File: config.mk
export PLATFORM = sky130hd
export DESIGN_NAME = mem_access_fsm
export DESIGN_NICKNAME = d
export VERILOG_FILES = /design/src/rtl/mem_access_fsm_pkg.sv /design/src/rtl/mem_access_fsm_lane_align.sv /design/src/rtl/mem_access_fsm.sv
export SDC_FILE = /design/constraint.sdc
export NUM_CORES = 1
export LEC_CHECK = 0
export ABC_AREA = 1
export BUFFER_PORTS_ARGS = -buffer_cell sky130_fd_sc_hd__buf_4
export CORE_MARGIN = 1
export CORE_UTILIZATION = 25
export CTS_BUF_LIST = sky130_fd_sc_hd__clkbuf_4
export DETAILED_ROUTE_END_ITERATION = 8
export MAX_ROUTING_LAYER = met4
export PLACE_DENSITY_LB_ADDON = 0.12
export SLEW_MARGIN = 20
export SYNTH_ARGS = -nofsm -noshare
export SYNTH_HDL_FRONTEND = slang
export SYNTH_SLANG_ARGS = --single-unit
File: constraint.sdc
create_clock -name clk -period 3.92 [get_ports clk]
set_input_delay 0.784 -clock clk [delete_from_list [all_inputs] [get_ports clk]]
set_output_delay 0.784 -clock clk [all_outputs]
set_load 0.05 [all_outputs]
File: src/rtl/mem_access_fsm_pkg.sv
// Shared encodings for the MEM-stage access controller: FSM states, access size codes
// and a small helper that turns a size code into a byte count.
package mem_access_fsm_pkg;

    typedef enum logic [1:0] {
        MEM_IDLE   = 2'd0,
        MEM_ACCESS = 2'd1,
        MEM_DONE   = 2'd2
    } memState_t;

    localparam logic [1:0] SZ_BYTE  = 2'b00;
    localparam logic [1:0] SZ_HALF  = 2'b01;
    localparam logic [1:0] SZ_WORD  = 2'b10;
    localparam logic [1:0] SZ_DWORD = 2'b11;

    function automatic int sizeBytes(input logic [1:0] size);
        return 1 << size;
    endfunction

endpackage

File: src/rtl/mem_access_fsm_lane_align.sv
// Byte-lane steering shared by the store and load paths: lane select, store-data
// replication, load extraction with sign/zero extension, and the alignment check.
module mem_lane_align
    import mem_access_fsm_pkg::*;
#(
    parameter  int DATA_W = 32,
    localparam int LANES  = DATA_W / 8,
    localparam int OFF_W  = $clog2(LANES)
) (
    input  logic [1:0]        i_size,
    input  logic [OFF_W-1:0]  i_offset,
    input  logic              i_signed,
    input  logic [DATA_W-1:0] i_wdata,
    input  logic [DATA_W-1:0] i_rdata,
    output logic [LANES-1:0]  o_sel,
    output logic [DATA_W-1:0] o_wdata,
    output logic [DATA_W-1:0] o_rdata,
    output logic              o_misaligned
);

    int                w_nbytes;
    logic [DATA_W-1:0] w_shifted;
    logic [LANES-1:0]  w_mask;
    logic              w_signBit;

    // An illegal dword on a 32-bit bus is clamped so lane indexing stays in range.
    assign w_nbytes  = (sizeBytes(i_size) > LANES) ? LANES : sizeBytes(i_size);
    assign w_shifted = i_rdata >> {i_offset, 3'b000};
    assign o_sel     = w_mask << i_offset;

    always_comb begin
        w_mask    = '0;
        o_wdata   = '0;
        o_rdata   = '0;
        w_signBit = 1'b0;
        for (int i = 0; i < LANES; i++) begin
            if (i < w_nbytes) w_mask[i] = 1'b1;
            if (i == w_nbytes - 1) w_signBit = w_shifted[i*8+7];
            for (int j = 0; j < LANES; j++) begin
                if (j == (i & (w_nbytes - 1))) o_wdata[i*8 +: 8] = i_wdata[j*8 +: 8];
            end
        end
        for (int i = 0; i < LANES; i++) begin
            o_rdata[i*8 +: 8] = (i < w_nbytes) ? w_shifted[i*8 +: 8] : {8{w_signBit & i_signed}};
        end
    end

    always_comb begin
        o_misaligned = 1'b0;
        case (i_size)
            SZ_BYTE: o_misaligned = 1'b0;
            SZ_HALF: o_misaligned = i_offset[0];
            SZ_WORD: o_misaligned = |i_offset[1:0];
            default: o_misaligned = (LANES < 8) ? 1'b1 : |i_offset;
        endcase
    end

endmodule

File: src/rtl/mem_access_fsm.sv
// MEM-stage RAM interface: handshake FSM (IDLE/ACCESS/DONE) with alignment checking,
// a bounded wait-state timeout and a registered, extended load result.
module mem_access_fsm
    import mem_access_fsm_pkg::*;
#(
    parameter  int ADDR_W  = 32,
    parameter  int DATA_W  = 32,
    parameter  int TIMEOUT = 16,
    localparam int LANES   = DATA_W / 8,
    localparam int OFF_W   = $clog2(LANES)
) (
    input  logic              clk,
    input  logic              rst,
    input  logic              req_valid_i,
    input  logic              we_i,
    input  logic [1:0]        size_i,
    input  logic              signed_i,
    input  logic [ADDR_W-1:0] addr_i,
    input  logic [DATA_W-1:0] wdata_i,
    input  logic [DATA_W-1:0] mem_data_i,
    input  logic              mem_ready_i,
    output logic              mem_ce_o,
    output logic              mem_we_o,
    output logic [ADDR_W-1:0] mem_addr_o,
    output logic [LANES-1:0]  mem_sel_o,
    output logic [DATA_W-1:0] mem_data_o,
    output logic [DATA_W-1:0] rdata_o,
    output logic              done_o,
    output logic              err_align_o,
    output logic              err_timeout_o,
    output logic              stallreq_o
);

    localparam logic [7:0] LAST_WAIT = 8'(TIMEOUT - 1);

    memState_t         r_state;
    memState_t         w_nextState;
    logic              r_we;
    logic              r_signed;
    logic [1:0]        r_size;
    logic [ADDR_W-1:0] r_addr;
    logic [DATA_W-1:0] r_wdata;
    logic [7:0]        r_waitCnt;
    logic              r_errAlign;
    logic              r_errTimeout;
    logic [DATA_W-1:0] r_rdata;

    logic              w_isIdle;
    logic              w_isAccess;
    logic              w_start;
    logic              w_reject;
    logic              w_timeout;
    logic [1:0]        w_alignSize;
    logic [OFF_W-1:0]  w_alignOff;
    logic [LANES-1:0]  w_sel;
    logic [DATA_W-1:0] w_storeData;
    logic [DATA_W-1:0] w_loadData;
    logic              w_misaligned;

    assign w_isIdle   = (r_state == MEM_IDLE);
    assign w_isAccess = (r_state == MEM_ACCESS);

    // While idle the aligner vets the incoming request; afterwards it sees only the latched copy.
    assign w_alignSize = w_isIdle ? size_i : r_size;
    assign w_alignOff  = w_isIdle ? addr_i[OFF_W-1:0] : r_addr[OFF_W-1:0];

    mem_lane_align #(.DATA_W(DATA_W)) u_laneAlign (
        .i_size       (w_alignSize),
        .i_offset     (w_alignOff),
        .i_signed     (r_signed),
        .i_wdata      (r_wdata),
        .i_rdata      (mem_data_i),
        .o_sel        (w_sel),
        .o_wdata      (w_storeData),
        .o_rdata      (w_loadData),
        .o_misaligned (w_misaligned)
    );

    assign w_start   = w_isIdle & req_valid_i & ~w_misaligned;
    assign w_reject  = w_isIdle & req_valid_i & w_misaligned;
    assign w_timeout = w_isAccess & ~mem_ready_i & (r_waitCnt == LAST_WAIT);

    always_ff @(posedge clk or posedge rst) begin
        if (rst) r_state <= MEM_IDLE;
        else     r_state <= w_nextState;
    end

    always_comb begin
        w_nextState = r_state;
        stallreq_o  = 1'b0;
        mem_ce_o    = 1'b0;
        mem_we_o    = 1'b0;
        done_o      = 1'b0;
        case (r_state)
            MEM_IDLE: begin
                stallreq_o = req_valid_i;
                if (req_valid_i) w_nextState = w_misaligned ? MEM_DONE : MEM_ACCESS;
            end
            MEM_ACCESS: begin
                stallreq_o = 1'b1;
                mem_ce_o   = 1'b1;
                mem_we_o   = r_we;
                if (mem_ready_i || w_timeout) w_nextState = MEM_DONE;
            end
            MEM_DONE: begin
                done_o      = 1'b1;
                w_nextState = MEM_IDLE;
            end
            default: w_nextState = MEM_IDLE;
        endcase
    end

    // Ready takes priority over timeout; error flags live only for the DONE cycle.
    always_ff @(posedge clk or posedge rst) begin
        if (rst) begin
            r_we         <= 1'b0;
            r_signed     <= 1'b0;
            r_size       <= SZ_BYTE;
            r_addr       <= '0;
            r_wdata      <= '0;
            r_waitCnt    <= '0;
            r_errAlign   <= 1'b0;
            r_errTimeout <= 1'b0;
            r_rdata      <= '0;
        end else begin
            if (w_start) begin
                r_we      <= we_i;
                r_signed  <= signed_i;
                r_size    <= size_i;
                r_addr    <= addr_i;
                r_wdata   <= wdata_i;
                r_waitCnt <= '0;
            end
            if (w_isAccess) r_waitCnt <= r_waitCnt + 8'd1;
            if (w_reject) begin
                r_errAlign <= 1'b1;
                r_rdata    <= '0;
            end
            if (w_isAccess && mem_ready_i) begin
                r_rdata <= r_we ? '0 : w_loadData;
            end else if (w_timeout) begin
                r_errTimeout <= 1'b1;
                r_rdata      <= '0;
            end
            if (r_state == MEM_DONE) begin
                r_errAlign   <= 1'b0;
                r_errTimeout <= 1'b0;
            end
        end
    end

    assign mem_addr_o    = w_isAccess ? {r_addr[ADDR_W-1:OFF_W], {OFF_W{1'b0}}} : '0;
    assign mem_sel_o     = w_isAccess ? w_sel : '0;
    assign mem_data_o    = (w_isAccess && r_we) ? w_storeData : '0;
    assign rdata_o       = r_rdata;
    assign err_align_o   = r_errAlign;
    assign err_timeout_o = r_errTimeout;

endmodule

==> impl_metrics.ini, run 1 <==
[clocking]
numCtsBuffers = 9
cts.sinks = 112
h-tree-depth = 3
post_cts_resized = 0
post_cts_buffers = 0
clkTransAtPathRegs_ns = 0.18
cts_root_buf = clkbuf_4
cts_tree = yes
clk_path_buf_depth = 2
ctsHoldBuffers = 0
clk_latency_ns = 0.51

[pwr]
swShare = 0.565
pwr-share-clk = 0.084
internal_power_mw = 3.07
ir_drop_mv = 0.354
cellPowerDensity_nw_per_um2 = 892
pwr-share-seq = 0.275
p_comb_frac = 0.641
power_mw = 7.06
power_switching_mw = 3.99
leakagePower_nw = 4.33

[timing]
fmax_mhz = 279
finalSetupViolations = 0
finalClockSkew_ns = 0.0417
rsz0062_at_grt = no
max-slew-margin-rel = 0.389
finalCritPeriodShare = 0.913
tns_ns = 0
slew_violations = 0
fin_crit_ns = 3.58
hold_viol = 0
worst_pin_slew_ns = 0.917

[critical_path]
cp.arrival_ns = 2.79
cp_cell_sequence = inv_1 -> nand2_1 -> nand2_1 -> nand2_1 -> buf_4 -> inv_2 -> nand2_1 -> o21ai_0 -> o21bai_1 -> inv_1 -> buf_4
worstReg2RegEnd = rdata_o[31]$_DFFE_PP0P_
required_ns = 3.14
crit_family = buffers and inverters
slowest_stage = dfrtp_1
r2r_cells = 14
reg2reg_setup_slack_ns = 1.04
crit_buf_inv = 5
crit_top_cell = nand2_1
cpPeakStageDelay_ns = 0.47
endpoint_kind = output port
critPathLaunchType = flop
regToRegStartpoint = r_state[1]$_DFFE_PP0P_
critPathKind = reg -> out
cp_max_fo = 34

[floorplan]
die_w_um = 156
num_io_pins = 210
core-area_um2 = 22900
die_h_um = 156
dieArea_um2 = 24200
start_util = 0.258
fp-row-count = 55

[logic_synthesis]
yosys_warnings = 0
synth.distinct_cells = 30
async_reset_ff_frac = 1.00
synth_seq_cells = 112
synth_top_area_frac = 0.475
netlist.top_cell.by_area = dfrtp_1
synth_area_leaders = dfrtp_1 47%, nand2_1 11%, nor2_1 7.8%
synth_area_per_cell_um2 = 7.35
synth_fa_ha_area_frac = 0.00212
synth_edf_count = 0
synth_flop_cell = dfrtp_1
synth_compound_area_frac = 0.143
syn_area_um2 = 5900
synthMuxAreaShare = 0
synth_xor_area_frac = 0
synth_simple_gate_area_frac = 0.281
ys_seq_area_frac = 0.475
syn_inst = 803
synth_top_family_by_area = simple AND/OR/NAND/NOR gates

[grt]
antenna_found_initial = 1
grt_pass1_vias = 5868
grt_max_degree = 69
grt_pass1_wl_um = 32300
grtUsageTotal = 0.177
overflow = 0

[finish]
synthToLayoutAreaGrowth_pct = 34.1
layout_common_cells = 221 x buf_4, 171 x nand2_1, 120 x nor2_1
final_common_cell = buf_4
final_nets = 1095
fin_area_um2 = 7920
fillers = 2567
drive_gt1_frac = 0.258

[route]
finalWirelength_um = 20600
ant_nets = 0
dr_total_vias = 5853
wire_per_inst_um = 15.7
drcViolationCount = 0
drt_pass1_iterations = 5
vias_per_cell = 4.47
drt_iter0_markers = 325

[placed_design]
gp_congestion = 0.804
place_hpwl_um = 14800
portBuffers = 207
dpl-instance-area_um2 = 7770

[status]
status = completed

[job]
drv_cap = 0

[worst_hold_path]
hold_class = in -> async
-- metrics by stage --
stage / worst slack [ns] / util / hold slack (ns) / cells
finish: 0.341 / 0.346 / 0.460 / 1309
global route: 0.0619 / 0.346 / 0.440 / 1309
CTS: 0.291 / 0.345 / 0.446 / 1308
detailed placement: 0.698 / 0.339 / 0.460 / 1292
global placement: 0.762 / 0.339 / 0.453 / 1292
floorplan: 0.177 / - / 0.437 / 804
-- power by group through the flow --
stage,combinational [mW],sequential (mW),clock (mW)
6_report,4.52,1.94,0.594
5_1_grt,4.95,2.01,0.673
4_1_cts,4.59,1.95,0.637
3_5_place_dp,4.58,1.97,0
3_3_place_gp,4.57,1.98,0
2_1_floorplan,2.75,2.41,0
-- layer usage --
layer  up-vias  GRT usage  wire length [um]
li1       2941          -                 -
met1      2726      0.235              9600
met2       178      0.276              9480
met3         8     0.0447              1350
met4         0     0.0299               131
met5         -          -                 0
-- sequential cells by signal (all words and copies together) (netlist names) --
signal and flops:
err_align_o 1, r_we 1, r_wdata 32, r_state 2, r_waitCnt 8, r_addr 32, r_signed 1, r_size 2
err_timeout_o 1, rdata_o 32
-- worst max path at each step --
stage / slack (ns) / end / depth (start not counted) / startpoint
after global placement: 0.76 / mem_data_o[8] / 10 / size_i[1]
after CTS: 0.29 / mem_data_o[13] / 11 / r_state[0]$_DFFE_PP0P_
after global routing: 0.06 / mem_data_o[13] / 11 / r_state[1]$_DFFE_PP0P_
final: 0.34 / mem_data_o[13] / 11 / r_state[1]$_DFFE_PP0P_
after detailed placement: 0.70 / mem_data_o[13] / 10 / size_i[1]
after floorplan: 0.18 / err_align_o$_DFFE_PP0P_ / 1 / rst
-- area by class of cell --
cell class / count / area, um2 / share of cell area
well taps: 313 / 392 / 0.0495
clock inverters: 7 / 77.6 / 0.00980
inverters: 93 / 352 / 0.0444
multi-input cells: 552 / 2540 / 0.321
clock buffers: 9 / 67.6 / 0.00853
repair buffers: 222 / 1680 / 0.212
flip-flops and latches: 112 / 2800 / 0.354
diodes: 1 / 2.50 / 0.000316
-- synth_stat cells (2+ instances only) --
library cell	number
nand2_1	171
nor2_1	122
dfrtp_1	112
inv_1	88
nand3_1	88
a21oi_1	63
o21ai_0	41
clkbuf_1	26
o211ai_1	14
buf_2	11
nor3_1	10
o21bai_1	8
o22ai_1	8
o21a_1	7
buf_6	4
inv_2	4
nand2_2	4
nor2_2	4
buf_1	3
buf_4	3
a211oi_1	2
o21ai_2	2
-- cell families (layout without fill, tap and decap cells) --
| group | Yosys count | after routing |
|---|---|---|
| AOI/OAI and AO/OA | 147 | 147 |
| adders and majority gates | 1 | 1 |
| buffers and inverters | 140 | 331 |
| DFF | 112 | 112 |
| other | 1 | 3 |
| and+or+nand+nor | 402 | 402 |
Power figures use the tool's default switching activity.
==> inputs of run 2 (changes only) <==
--- a/config.mk
+++ b/config.mk
@@ -5,7 +5,6 @@
 export SDC_FILE = /design/constraint.sdc
 export NUM_CORES = 1
 export LEC_CHECK = 0
-export ABC_AREA = 1
 export BUFFER_PORTS_ARGS = -buffer_cell sky130_fd_sc_hd__buf_4
 export CORE_MARGIN = 1
 export CORE_UTILIZATION = 25
==> run 2 against run 1 <==
Against the previous run: clock-buffer cell count increased by 1; first-iteration DRC count shrank 45%; final cell count fell by 21%; critical endpoint is now mem_sel_o[3]; largest cell class unchanged; largest power group unchanged.
==> impl_metrics.ini, run 2 <==
[clocking]
cts_tree = yes
clkTransAtPathRegs_ns = 0.17
ctsHoldBuffers = 0
clk_latency_ns = 0.48
clk_path_buf_depth = 2
h-tree-depth = 3
cts_root_buf = clkbuf_4
numCtsBuffers = 9
cts.sinks = 112

[timing]
worst_pin_slew_ns = 0.808
rsz0062_at_grt = no
whs_ns = 0.344
finalClockSkew_ns = 0.0264
slew_violations = 0
finalCritPeriodShare = 0.935
tns_ns = 0
max-slew-margin-rel = 0.458
finalSetupViolations = 0
hold_viol = 0
fmax_mhz = 273
fin_crit_ns = 3.67

[logic_synthesis]
synthMuxAreaShare = 0.185
synth_area_per_cell_um2 = 10.3
synth_top_family_by_area = multiplexers
synth_flop_cell = dfrtp_1
ys_seq_area_frac = 0.492
synth_edf_count = 0
yosys_warnings = 0
synth_compound_area_frac = 0.130
synth_area_leaders = dfrtp_1 49%, mux2_1 13%, nand2_1 5.2%
syn_area_um2 = 5700
synth_top_cells_by_count = 112 x dfrtp_1, 79 x nand2_1, 67 x mux2_1, 40 x nor2_1, 37 x a21oi_1
synth_fa_ha_area_frac = 0.00219
synth_top_area_frac = 0.492
synth_seq_cells = 112
async_reset_ff_frac = 1.00
netlist.top_cell.by_area = dfrtp_1
synth.distinct_cells = 54
synth_simple_gate_area_frac = 0.157
synth_xor_area_frac = 0.00154
yosysMostFrequentCell = dfrtp_1
syn_inst = 551

[critical_path]
required_ns = 3.14
reg2reg_setup_slack_ns = 0.92
cp.arrival_ns = 2.88
regToRegStartpoint = r_state[1]$_DFFE_PP0P_
cp_max_fo = 14
endpoint_kind = output port
critPathLaunchType = flop
worstReg2RegEnd = rdata_o[9]$_DFFE_PP0P_
r2r_cells = 6
critPathKind = reg -> out

[finish]
drive_gt1_frac = 0.351
layout_common_cells = 216 x buf_4, 111 x dfrtp_1, 79 x nand2_1
synthToLayoutAreaGrowth_pct = 35.7
final_common_cell = buf_4
fin_util = 0.350
final_nets = 851

[pwr]
swShare = 0.494
leakagePower_nw = 3.71
p_comb_frac = 0.565
power_switching_mw = 3.14
internal_power_mw = 3.21
pwr-share-clk = 0.102
pwr-share-seq = 0.332
ir_drop_mv = 0.268
cellPowerDensity_nw_per_um2 = 821

[route]
drt_pass1_iterations = 5
drt_iter0_markers = 180
dr_total_vias = 4940
vias_per_cell = 4.79
drcViolationCount = 0
ant_nets = 0
wire_per_inst_um = 17.7
finalWirelength_um = 18200

[floorplan]
die_h_um = 153
start_util = 0.258
num_io_pins = 210
die_w_um = 153
fp-row-count = 54
dieArea_um2 = 23400
core-area_um2 = 22100

[grt]
grtUsageTotal = 0.166
antenna_found_initial = 1
met1_usage = 0.199
grt_pass1_vias = 5214
gr-max-usage-layer = met2
overflow = 0
grt_pass1_wl_um = 29300
grt_util_met2 = 0.270
grt_max_degree = 68
grt.met3_usage = 0.0445

[placed_design]
gp_congestion = 0.819
portBuffers = 207
place_hpwl_um = 13600

[status]
status = completed

[job]
drv_cap = 0

[worst_hold_path]
hold_class = in -> async
## run 2: cell types whose count changed after synthesis, sizes merged, moves of 31 or more
cell	before	now
nand3	88	4
inv	92	6
mux2	0	83
nor2	126	41
nand2	175	79
and2	1	32
## run 2: final cells by class
type,count,area [um2]
inverters,6,25.0
multi-input cells,399,2740
repair buffers,218,1650
well taps,280,350
flip-flops and latches,112,2800
clock buffers,10,75.1
diodes,1,2.50
clock inverters,5,82.6
fillers,2257,14400
## run 2: how the worst max path moves through the flow
stage / startpoint / endpoint
after floorplan: rst / err_align_o$_DFFE_PP0P_
after global placement: size_i[1] / mem_data_o[24]
after detailed placement: size_i[1] / mem_data_o[24]
after CTS: r_state[0]$_DFFE_PP0P_ / mem_sel_o[3]
after global routing: r_state[1]$_DFFE_PP0P_ / mem_sel_o[3]
final: r_state[1]$_DFFE_PP0P_ / mem_sel_o[3]
## run 2: critical path, cell delays in order (launching register included)
cell and delay [ns]:
dfrtp_1 0.58, or2_2 0.42, or3_1 0.36, o31a_1 0.32
o21ai_0 0.40, a21oi_1 0.11, buf_4 0.22
## run 2: timing repair
item	in CTS	in global routing
endpoints found under the setup margin	0	3
gates resized for setup	0	2
setup buffers	0	0
endpoints found under the hold margin	0	0
## run 2: metrics by stage
stage	setup slack, ns	power [mW]	cell area (um2)	std cells
6_report	0.253	6.35	7730	1031
5_1_grt	0.0200	6.80	7730	1031
4_1_cts	0.0811	6.46	7730	1030
3_5_place_dp	0.664	5.78	7570	1015
3_3_place_gp	0.676	5.72	7570	1015
2_1_floorplan	0.177	4.62	5710	552
## run 2: kinds of logic (layout without fill, tap and decap cells)
group / after synthesis / after routing
AOI/OAI and AO/OA: 112 / 112
DFF: 112 / 112
buffers and inverters: 41 / 239
muxes: 95 / 95
xor gates and xnor gates: 1 / 1
and+or+nand+nor: 188 / 188
other: 1 / 3
adders and majority gates: 1 / 1
## run 2: per-layer routing
layer / wire length [um] / vias up
li1: - / 2332
met5: 0 / -
met4: 401 / 0
met3: 1230 / 21
met2: 8980 / 182
met1: 7630 / 2405
## run 2: power groups by stage
| stage | Clock (mW) | Sequential (mW) | Combinational, mW |
|---|---|---|---|
| after floorplan | 0 | 2.44 | 2.18 |
| after global placement | 0 | 2.12 | 3.60 |
| after detailed placement | 0 | 2.15 | 3.63 |
| after CTS | 0.694 | 2.12 | 3.64 |
| after global routing | 0.730 | 2.20 | 3.87 |
| final | 0.651 | 2.11 | 3.59 |
